File: src/rtl/cla_pipe_addsub_pkg.sv
// -----------------------------------------------------------------------------
// cla_pipe_addsub_pkg
// Shared ALU definitions for the pipelined carry-lookahead adder/subtractor:
// operation encodings, NZCV flag bit positions and the operand-prep helpers
// that turn an opcode into "invert B" and "carry into bit 0".
// -----------------------------------------------------------------------------
package cla_pipe_addsub_pkg;

    localparam logic [1:0] OP_ADD = 2'b00;  // A + B
    localparam logic [1:0] OP_SUB = 2'b01;  // A + ~B + 1
    localparam logic [1:0] OP_ADC = 2'b10;  // A + B + cin
    localparam logic [1:0] OP_SBC = 2'b11;  // A + ~B + cin

    // Bit positions inside the 4-bit {N,Z,C,V} flags word.
    localparam int FLG_N = 3;
    localparam int FLG_Z = 2;
    localparam int FLG_C = 1;
    localparam int FLG_V = 0;

    // Subtract-style operations add the one's complement of B.
    function automatic logic op_inverts_b(input logic [1:0] op);
        return (op == OP_SUB) || (op == OP_SBC);
    endfunction

    // Carry into bit 0: fixed for ADD/SUB, external cin for ADC/SBC.
    function automatic logic op_carry_in(input logic [1:0] op, input logic cin);
        logic c0;
        case (op)
            OP_ADD:  c0 = 1'b0;
            OP_SUB:  c0 = 1'b1;
            default: c0 = cin;
        endcase
        return c0;
    endfunction

endpackage

File: src/rtl/cla_pipe_addsub_if.sv
// -----------------------------------------------------------------------------
// cla_pipe_addsub_if
// Operand and result handshake bundle for cla_pipe_addsub.
//   in_valid/in_ready   : operand channel handshake (accept on both high)
//   op, cin, a, b       : operation, carry-in and operands
//   out_valid/out_ready : result channel handshake (drain on both high)
//   sum, flags          : result and {N,Z,C,V}
// master = operand producer / result consumer, slave = the adder.
// -----------------------------------------------------------------------------
interface cla_pipe_addsub_if #(
    parameter int WIDTH = 32
);
    logic             in_valid;
    logic             in_ready;
    logic [1:0]       op;
    logic             cin;
    logic [WIDTH-1:0] a;
    logic [WIDTH-1:0] b;
    logic             out_valid;
    logic             out_ready;
    logic [WIDTH-1:0] sum;
    logic [3:0]       flags;

    modport master (
        output in_valid, op, cin, a, b, out_ready,
        input  in_ready, out_valid, sum, flags
    );

    modport slave (
        input  in_valid, op, cin, a, b, out_ready,
        output in_ready, out_valid, sum, flags
    );
endinterface

File: src/rtl/cla_pipe_addsub_gp.sv
// -----------------------------------------------------------------------------
// cla_block_gp
// Combinational BLOCK-bit carry-lookahead block. Bit generate/propagate terms
// are merged by a log2(BLOCK)-level prefix tree of gp-combine cells, giving the
// group G/P ending at every bit; each internal carry is then G | P & cin.
// Ports:
//   i_a, i_b  : BLOCK-bit operand slices
//   i_cin     : carry into the block
//   o_sum     : BLOCK-bit sum slice
//   o_g, o_p  : block generate / propagate (independent of i_cin)
//   o_cout    : carry out of the block
//   o_cmsb    : carry into the block's most significant bit
// -----------------------------------------------------------------------------
module cla_block_gp #(
    parameter int BLOCK = 8
) (
    input  logic [BLOCK-1:0] i_a,
    input  logic [BLOCK-1:0] i_b,
    input  logic             i_cin,
    output logic [BLOCK-1:0] o_sum,
    output logic             o_g,
    output logic             o_p,
    output logic             o_cout,
    output logic             o_cmsb
);
    localparam int LV = $clog2(BLOCK);

    // Level l holds the group G/P spanning bits [i-2^l+1 : i] (clipped at bit 0).
    logic [LV:0][BLOCK-1:0] w_g;
    logic [LV:0][BLOCK-1:0] w_p;
    logic [BLOCK:0]         w_c;

    assign w_g[0] = i_a & i_b;
    assign w_p[0] = i_a ^ i_b;

    for (genvar l = 0; l < LV; l++) begin : g_lvl
        for (genvar i = 0; i < BLOCK; i++) begin : g_bit
            if (i >= (1 << l)) begin : g_cmb
                assign w_g[l+1][i] = w_g[l][i] | (w_p[l][i] & w_g[l][i-(1<<l)]);
                assign w_p[l+1][i] = w_p[l][i] & w_p[l][i-(1<<l)];
            end else begin : g_pass
                assign w_g[l+1][i] = w_g[l][i];
                assign w_p[l+1][i] = w_p[l][i];
            end
        end
    end

    assign w_c[0] = i_cin;
    for (genvar i = 0; i < BLOCK; i++) begin : g_carry
        assign w_c[i+1] = w_g[LV][i] | (w_p[LV][i] & i_cin);
    end

    assign o_sum  = w_p[0] ^ w_c[BLOCK-1:0];
    assign o_g    = w_g[LV][BLOCK-1];
    assign o_p    = w_p[LV][BLOCK-1];
    assign o_cout = w_c[BLOCK];
    assign o_cmsb = w_c[BLOCK-1];
endmodule

File: src/rtl/cla_pipe_addsub.sv
// -----------------------------------------------------------------------------
// cla_pipe_addsub
// Pipelined carry-lookahead adder/subtractor with NZCV flags. The WIDTH-bit
// operation is cut into NBLK = WIDTH/BLOCK lookahead blocks; rank k of the
// pipeline holds the carry c_k, the operand slices not yet consumed (skew)
// and the sum slices already produced (de-skew). A result reaches the output
// registers NBLK cycles after accept; throughput is one op per cycle.
// The whole pipeline advances on en = !out_valid || out_ready.
// Ports:
//   clk : rising-edge clock
//   rst : asynchronous, active-high reset (clears valids, sum and flags)
//   bus : cla_pipe_addsub_if slave (operands in, result + {N,Z,C,V} out)
// -----------------------------------------------------------------------------
module cla_pipe_addsub
    import cla_pipe_addsub_pkg::*;
#(
    parameter int WIDTH = 32,
    parameter int BLOCK = 8
) (
    input  logic               clk,
    input  logic               rst,
    cla_pipe_addsub_if.slave   bus
);
    localparam int NBLK = WIDTH / BLOCK;

    logic             r_out_valid;
    logic [WIDTH-1:0] r_sum;
    logic [3:0]       r_flags;

    logic             w_en;
    logic [WIDTH-1:0] w_b_eff;
    logic             w_c0;

    assign w_en         = !r_out_valid || bus.out_ready;
    assign bus.in_ready = w_en;

    assign w_b_eff = op_inverts_b(bus.op) ? ~bus.b : bus.b;
    assign w_c0    = op_carry_in(bus.op, bus.cin);

    for (genvar k = 0; k < NBLK; k++) begin : g_stg
        // Operand bits still to be consumed by this and later stages.
        localparam int OPW = WIDTH - k * BLOCK;

        logic [OPW-1:0]           r_a;
        logic [OPW-1:0]           r_b;
        logic                     r_c;      // carry into this block
        logic                     r_z;      // all lower blocks were zero
        logic                     r_v;
        logic [BLOCK-1:0]         w_sum;
        logic                     w_cout;
        logic                     w_cmsb;
        logic                     w_g;
        logic                     w_p;
        logic                     w_zero;
        logic                     w_unused_gp;
        logic [(k+1)*BLOCK-1:0]   w_s_nx;   // sum slices handed to the next rank

        if (k == 0) begin : g_load0
            // Rank 0: prepared operands captured at accept.
            always_ff @(posedge clk or posedge rst) begin
                if (rst)       r_v <= 1'b0;
                else if (w_en) r_v <= bus.in_valid;
            end

            always_ff @(posedge clk) begin
                if (w_en) begin
                    r_a <= bus.a;
                    r_b <= w_b_eff;
                    r_c <= w_c0;
                    r_z <= 1'b1;
                end
            end

            assign w_s_nx = w_sum;
        end else begin : g_loadk
            logic [k*BLOCK-1:0] r_s;

            // Rank k: upper operand slices, carry and completed sum from rank k-1.
            always_ff @(posedge clk or posedge rst) begin
                if (rst)       r_v <= 1'b0;
                else if (w_en) r_v <= g_stg[k-1].r_v;
            end

            always_ff @(posedge clk) begin
                if (w_en) begin
                    r_a <= g_stg[k-1].r_a[OPW+BLOCK-1:BLOCK];
                    r_b <= g_stg[k-1].r_b[OPW+BLOCK-1:BLOCK];
                    r_c <= g_stg[k-1].w_cout;
                    r_z <= g_stg[k-1].r_z & g_stg[k-1].w_zero;
                    r_s <= g_stg[k-1].w_s_nx;
                end
            end

            assign w_s_nx = {w_sum, r_s};
        end

        cla_block_gp #(.BLOCK(BLOCK)) u_blk (
            .i_a    (r_a[BLOCK-1:0]),
            .i_b    (r_b[BLOCK-1:0]),
            .i_cin  (r_c),
            .o_sum  (w_sum),
            .o_g    (w_g),
            .o_p    (w_p),
            .o_cout (w_cout),
            .o_cmsb (w_cmsb)
        );

        assign w_zero      = (w_sum == '0);
        // Block G/P are exported for lookahead reuse; the chain here uses cout.
        assign w_unused_gp = w_g & w_p;
    end

    logic [WIDTH-1:0] w_last_s;
    logic             w_last_v;
    logic             w_last_z;
    logic             w_last_c;
    logic             w_last_cmsb;

    assign w_last_s    = g_stg[NBLK-1].w_s_nx;
    assign w_last_v    = g_stg[NBLK-1].r_v;
    assign w_last_z    = g_stg[NBLK-1].r_z & g_stg[NBLK-1].w_zero;
    assign w_last_c    = g_stg[NBLK-1].w_cout;
    assign w_last_cmsb = g_stg[NBLK-1].w_cmsb;

    // Output rank: loaded only by a valid entry, so bubbles leave the last
    // result in place, and nothing moves while a result is stalled.
    always_ff @(posedge clk or posedge rst) begin
        if (rst) begin
            r_out_valid <= 1'b0;
            r_sum       <= '0;
            r_flags     <= '0;
        end else if (w_en) begin
            r_out_valid <= w_last_v;
            if (w_last_v) begin
                r_sum          <= w_last_s;
                r_flags[FLG_N] <= w_last_s[WIDTH-1];
                r_flags[FLG_Z] <= w_last_z;
                r_flags[FLG_C] <= w_last_c;
                // Signed overflow: carry into the MSB differs from carry out.
                r_flags[FLG_V] <= w_last_c ^ w_last_cmsb;
            end
        end
    end

    assign bus.out_valid = r_out_valid;
    assign bus.sum       = r_sum;
    assign bus.flags     = r_flags;
endmodule

File: src/flat_wrapper.sv
// flat-port wrapper written by rule: the top's interface ports become plain ports
module cla_pipe_addsub_flat import cla_pipe_addsub_pkg::*;
#(
    parameter int WIDTH = 32,
    parameter int BLOCK = 8
)
  (clk, rst, bus_in_valid, bus_op, bus_cin, bus_a, bus_b, bus_out_ready, bus_in_ready, bus_out_valid, bus_sum, bus_flags);
  cla_pipe_addsub_if #(.WIDTH(WIDTH)) bus_i ();
  input  logic clk;
  input  logic rst;
  input wire logic [$bits(bus_i.in_valid)-1:0] bus_in_valid;
  input wire logic [$bits(bus_i.op)-1:0] bus_op;
  input wire logic [$bits(bus_i.cin)-1:0] bus_cin;
  input wire logic [$bits(bus_i.a)-1:0] bus_a;
  input wire logic [$bits(bus_i.b)-1:0] bus_b;
  input wire logic [$bits(bus_i.out_ready)-1:0] bus_out_ready;
  output wire logic [$bits(bus_i.in_ready)-1:0] bus_in_ready;
  output wire logic [$bits(bus_i.out_valid)-1:0] bus_out_valid;
  output wire logic [$bits(bus_i.sum)-1:0] bus_sum;
  output wire logic [$bits(bus_i.flags)-1:0] bus_flags;
  assign bus_i.in_valid = bus_in_valid;
  assign bus_i.op = bus_op;
  assign bus_i.cin = bus_cin;
  assign bus_i.a = bus_a;
  assign bus_i.b = bus_b;
  assign bus_i.out_ready = bus_out_ready;
  assign bus_in_ready = bus_i.in_ready;
  assign bus_out_valid = bus_i.out_valid;
  assign bus_sum = bus_i.sum;
  assign bus_flags = bus_i.flags;
  cla_pipe_addsub #(.WIDTH(WIDTH), .BLOCK(BLOCK)) u_core (.clk(clk), .rst(rst), .bus(bus_i));
endmodule
File: config.mk
export PLATFORM = sky130hd
export DESIGN_NAME = cla_pipe_addsub_flat
export DESIGN_NICKNAME = d
export VERILOG_FILES = /design/src/rtl/cla_pipe_addsub_pkg.sv /design/src/rtl/cla_pipe_addsub_if.sv /design/src/rtl/cla_pipe_addsub_gp.sv /design/src/rtl/cla_pipe_addsub.sv /design/src/flat_wrapper.sv
export SDC_FILE = /design/constraint.sdc
export NUM_CORES = 1
export LEC_CHECK = 0
export ABC_CLOCK_PERIOD_IN_PS = 14150
export BUFFER_PORTS_ARGS = -buffer_cell sky130_fd_sc_hd__clkbuf_2
export CAP_MARGIN = 10
export CORE_ASPECT_RATIO = 1.5
export CORE_MARGIN = 3
export CORE_UTILIZATION = 55
export CTS_CLUSTER_SIZE = 16
export DETAILED_ROUTE_END_ITERATION = 16
export PLACE_DENSITY = 0.86
export SLEW_MARGIN = 20
export SYNTH_ARGS = -nofsm -noshare
export SYNTH_HDL_FRONTEND = slang
export SYNTH_SLANG_ARGS = --single-unit
File: constraint.sdc
create_clock -name clk -period 14.15 [get_ports clk]
set_input_delay 0.7075 -clock clk [delete_from_list [all_inputs] [get_ports clk]]
set_output_delay 0.7075 -clock clk [all_outputs]
set_load 0.05 [all_outputs]
-- Word-level counts from Yosys, hierarchy flattened
Index checks and enable logic that the tools add are counted.
- flip-flop bits (word level): 256
- latch bits: 0
- memories kept: 0
- word-level logic and storage cells: 323
- bits in read-only memories: 0
- bits in writable memories: 0
- output and inout port bits: 38
- input port bits: 71
- mux-type cells: 2
- shift-type cells: 0
- divide/modulo/power cells: 0
- magnitude comparators: 0
- reductions and logical operators: 9
- equality and inequality tests: 2
- bitwise operators: 285
- $mul: 0
- add/subtract/negate cells: 0
- operators with widths (kind ; count):
    $and A1 B1 Y1 ; 171
    $or A1 B1 Y1 ; 100
    $xor A8 B8 Y8 ; 8
    $and A8 B8 Y8 ; 4
    $logic_not A8 Y1 ; 4
    $mux W32 ; 1
    $not A32 Y32 ; 1
    $eq A2 B1 Y1 const B ; 1
    $eq A2 B2 Y1 const B ; 1
    $logic_not A2 Y1 ; 1
    $logic_or A1 B1 Y1 ; 2
    $pmux W1 S2 ; 1
    $reduce_and A2 Y1 ; 1
    $logic_not A1 Y1 ; 1
    $xor A1 B1 Y1 ; 1

-- Logic depth before layout (Yosys ltp)
- depth after elaboration: 10
- gate-level depth with buffers: 6
- depth with buffers taken out: 6

-- By module
From an unflattened synthesis, not the netlist that was laid out.
- cells, all modules: 542
- area total of the unflattened synthesis: 10121.0 um^2
- modules (own cells, without submodules) (module ; cells an instance ; area each (um^2) ; sequential area each (um^2) ; instances):
    cla_pipe_addsub ; 354 ; 8538.2 ; 7457.2 ; 1
    cla_block_gp (u_core.g_stg[1].u_blk ...) ; 46 ; 397.9 ; 0.0 ; 2
    cla_block_gp (u_core.g_stg[0].u_blk) ; 50 ; 394.1 ; 0.0 ; 1
    cla_block_gp (u_core.g_stg[3].u_blk) ; 46 ; 392.9 ; 0.0 ; 1

-- Worst setup path before layout
No wires, ideal clock.
- kind: input-to-reg
- start point: input bus_out_ready
- end point: register u_core.r_flags[2], in the netlist u_core.bus.flags[2]
- cell stages on the path: 5
- required time: 14.040 ns
- setup slack: 4.662 ns
- path buffers: 1
- library setup time: 0.110 ns
- arrival: 9.378 ns
- cells stage by stage: nand2b_1 > clkbuf_1 > nand2_1 > or3_1 > o41ai_1
- cells in the longest elaborated chain, start to end: 2
- ends and longest elaborated chain (element ; RTL line ; text):
    start, declared ; flat_wrapper.sv:16 ; input wire logic [$bits(bus_i.out_ready)-1:0] bus_out_ready;
    $logic_or A1 B1 Y1 ; cla_pipe_addsub.sv:34 ; assign w_en = !r_out_valid || bus.out_ready;
    named net bus_in_ready ; flat_wrapper.sv:17 ; output wire logic [$bits(bus_i.in_ready)-1:0] bus_in_ready;
    $reduce_and A2 Y1 (no line) ; n/a ;
    end signal, assigned by index ; cla_pipe_addsub.sv:136 ; r_flags[FLG_N] <= w_last_s[WIDTH-1];
    end signal, assigned by index ; cla_pipe_addsub.sv:137 ; r_flags[FLG_Z] <= w_last_z;
    end signal, assigned by index ; cla_pipe_addsub.sv:138 ; r_flags[FLG_C] <= w_last_c;
    end, declared ; cla_pipe_addsub.sv:28 ; logic [3:0] r_flags;
The timed path passes the listed nets, and every way through them passes these cells.
A chain may end at the register's enable or synchronous reset.

-- Worst setup path in the final report
- start point: register u_core.r_out_valid, in the netlist u_core.bus.out_valid
- end point: register u_core.g_stg[0].r_c, enable pin
- cells in the longest elaborated chain, start to end: 2
- ends and longest elaborated chain (element ; RTL line ; text):
    start, declared ; cla_pipe_addsub.sv:26 ; logic r_out_valid;
    start signal, assigned ; cla_pipe_addsub.sv:133 ; r_out_valid <= w_last_v;
    $logic_not A1 Y1 ; cla_pipe_addsub.sv:34 ;
    $logic_or A1 B1 Y1 ; cla_pipe_addsub.sv:34 ;
    end signal, assigned ; cla_pipe_addsub.sv:69 ; r_c <= w_c0;
    end, declared ; cla_pipe_addsub.sv:46 ; logic r_c;
Every way passes these cells.

==> impl_metrics.ini <==
[global_routing]
grt_max_degree = 93
overflow = 0
antenna_found_initial = 0
grt_pass1_wl_um = 24500
grt_pass1_vias = 4997
grt_usage_pct = 15.93

[cts]
root_buffer = clkbuf_16
numCtsBuffers = 22
cts_buffer_depth = 3
post_cts_buffers = 0
post_cts_resized = 0
clock-sinks = 255
cts.hold.buffers_added = 0
cts_tree = done
clkLatencyLatePin_ns = 0.50
clkSlewWorstSetupHoldPaths_ns = 0.06
cts.htree.levels = 1

[worst_setup_path]
arrival_ns = 3.32
cp-start-kind = flip-flop
crit_path_start = u_core.bus.out_valid$_DFFE_PP0N_
path_class = reg -> reg
cp-end-kind = flip-flop
cp.required_ns = 14.26
r2r_start = u_core.bus.out_valid$_DFFE_PP0N_
reg2reg_setup_slack_ns = 10.95
r2r_cells = 3
setup.worst_path.end = u_core.g_stg[0].r_c$_DFFE_PN_
timing.rr.end = u_core.g_stg[0].r_c$_DFFE_PN_
crit_fanout = 92

[synthesis]
yosys.area.top_type = edfxtp_1
ys_top_cells_by_area = edfxtp_1, dfrtp_1, ha_1
yosys_warnings = 0
synth_cell_type_count = 50
synth-seq-area-share_pct = 76.80
synth_ff_type = edfxtp_1
ys_seq_elements = 255
synth_top_area_share_pct = 66.49
synth.net_count = 639
async_flop_share_pct = 15.69
synth_enable_flop_cells = 215
syn_area_per_cell_um2 = 18.25
syn_area_um2 = 9709
syn_inst = 532

[die]
initial_core_util_pct = 56.93
fp.coreArea_um2 = 17050
die_x_um = 114.5
io-pin-count = 109
die_area_um2 = 19320
num_rows = 58
dieHeight_um = 168.7

[drt]
drt-initial-drc-count = 273
vias_per_cell = 5.420
first_pass_iters = 5
drc = 0
num_vias = 4780
wl_per_cell_um = 17.22
ant_nets = 0
routed_wl_um = 15180

[timing]
timing.final.crit_share_pct = 22.63
clock.fmax_ghz = 0.3123
hold_viol_final = 0
timing.final.ws_setup_ns = 10.95
setup_viol = 0
maxSlewViolCount = 0
tns_ns = 0
rsz0062_at_grt = false
slew_headroom_pct = 28.94
fin_crit_ns = 3.202
worst_pin_slew_ns = 1.066
finalClockSkew_ns = 0.009773

[cells_and_area]
drive_above_1_share_pct = 27.83
diodes = 0
final_cell_mix = edfxtp_1, clkbuf_2, xor2_1, dfrtp_1
final_common_cell = edfxtp_1
nFillCells = 1067
nets = 764
areaGrowthSynthToFinish_pct = 15.71

[placement]
dp_hpwl_um = 10030
globalplace.congestion = 0.8376
io_buffer_count = 108
preCtsSetupSlack_ns = 10.50

[pwr]
power.leakage_nw = 4.444
worst_ir_drop_vdd_mv = 0.1753
p_per_area_nw_per_um2 = 238.8

[run_status]
status = finished, final reports clean

[run]
max_cap_violations = 0

[hold_path]
hold_path_class = in -> async
cells in the mapped netlist (all sizes together), types with 6 or more instances:
master,count
edfxtp,215
xor2,41
dfrtp,40
ha,32
mux2,32
o21ai,18
inv,16
nand2,16
xnor2,13
a21oi,9
or3,9
o21a,8
and2,7
clkbuf,6
how the worst min path moves through the flow:
stage	slack (ns)	endpoint	cells past startpoint
floorplan	0.40	u_core.g_stg[1].r_a[0]$_DFFE_PN_	0
global placement	0.40	u_core.g_stg[1].r_a[23]$_DFFE_PN_	0
detailed placement	0.40	u_core.g_stg[1].r_a[23]$_DFFE_PN_	0
CTS	0.31	u_core.bus.sum[9]$_DFFE_PP0P_	3
global route	0.35	u_core.bus.sum[13]$_DFFE_PP0P_	3
finish	0.31	u_core.g_stg[2].r_v$_DFFE_PP0N_	3
metal layers:
layer	global-route usage [%]	share of wire, %
met5	0	0
met1	19.37	39
met3	2.575	5.1
met4	5.891	2.5
met2	28.39	54
registers in the layout, summed over array words and instances (netlist names), 3 cells and up:
signal and flops:
u_core.g_stg.r_a 80, u_core.g_stg.r_c 4, u_core.g_stg.r_z 3, u_core.g_stg.g_loadk.r_s 48, u_core.bus.sum 31, u_core.bus.flags 4
u_core.g_stg.r_b 80, u_core.g_stg.r_v 4
area by class of cell:
| type | count | area, µm² | share of cell area [%] |
|---|---|---|---|
| flip-flops and latches | 255 | 7457 | 66.38 |
| repair buffers | 111 | 563.0 | 5.012 |
| well taps | 210 | 262.8 | 2.339 |
| clock buffers | 25 | 583.1 | 5.190 |
| inverters | 16 | 60.06 | 0.5346 |
| multi-input cells | 251 | 2161 | 19.23 |
| clock inverters | 14 | 147.6 | 1.314 |
worst max-delay path, stage by stage (launching register included):
cell	delay, ns
dfrtp_1	0.41
nand2b_4	0.57
buf_4	0.82
buf_4	0.95
report_power, final:
| part | leakage (nW) | internal (mW) | switching [mW] |
|---|---|---|---|
| clock network | 0.361 | 0.351 | 0.248 |
| logic | 1.45 | 0.279 | 0.544 |
| registers | 2.64 | 1.16 | 0.0963 |
metrics by stage:
step	instance area, µm²	power (mW)	instances	util (%)	hold WS [ns]
CTS	11230	2.704	882	65.88	0.3110
global placement	10500	2.026	843	61.59	0.4010
finish	11230	2.683	882	65.88	0.3083
detailed placement	10500	2.093	843	61.59	0.4045
global route	11230	2.825	882	65.88	0.3485
floorplan	9709	1.915	532	-	0.4003
kinds of logic (layout without fill, tap and decap cells):
kind of cell / count (synthesis) / in the layout / share of synthesized area [%]
compound gates: 73 / 73 / 5.361
xor+xnor: 54 / 54 / 4.871
fa+ha+maj: 36 / 36 / 4.948
buf+inv: 26 / 166 / 1.044
flops: 255 / 255 / 76.80
mux: 34 / 34 / 3.918
simple gates: 54 / 54 / 3.054
(Power assumes the default switching activity.)
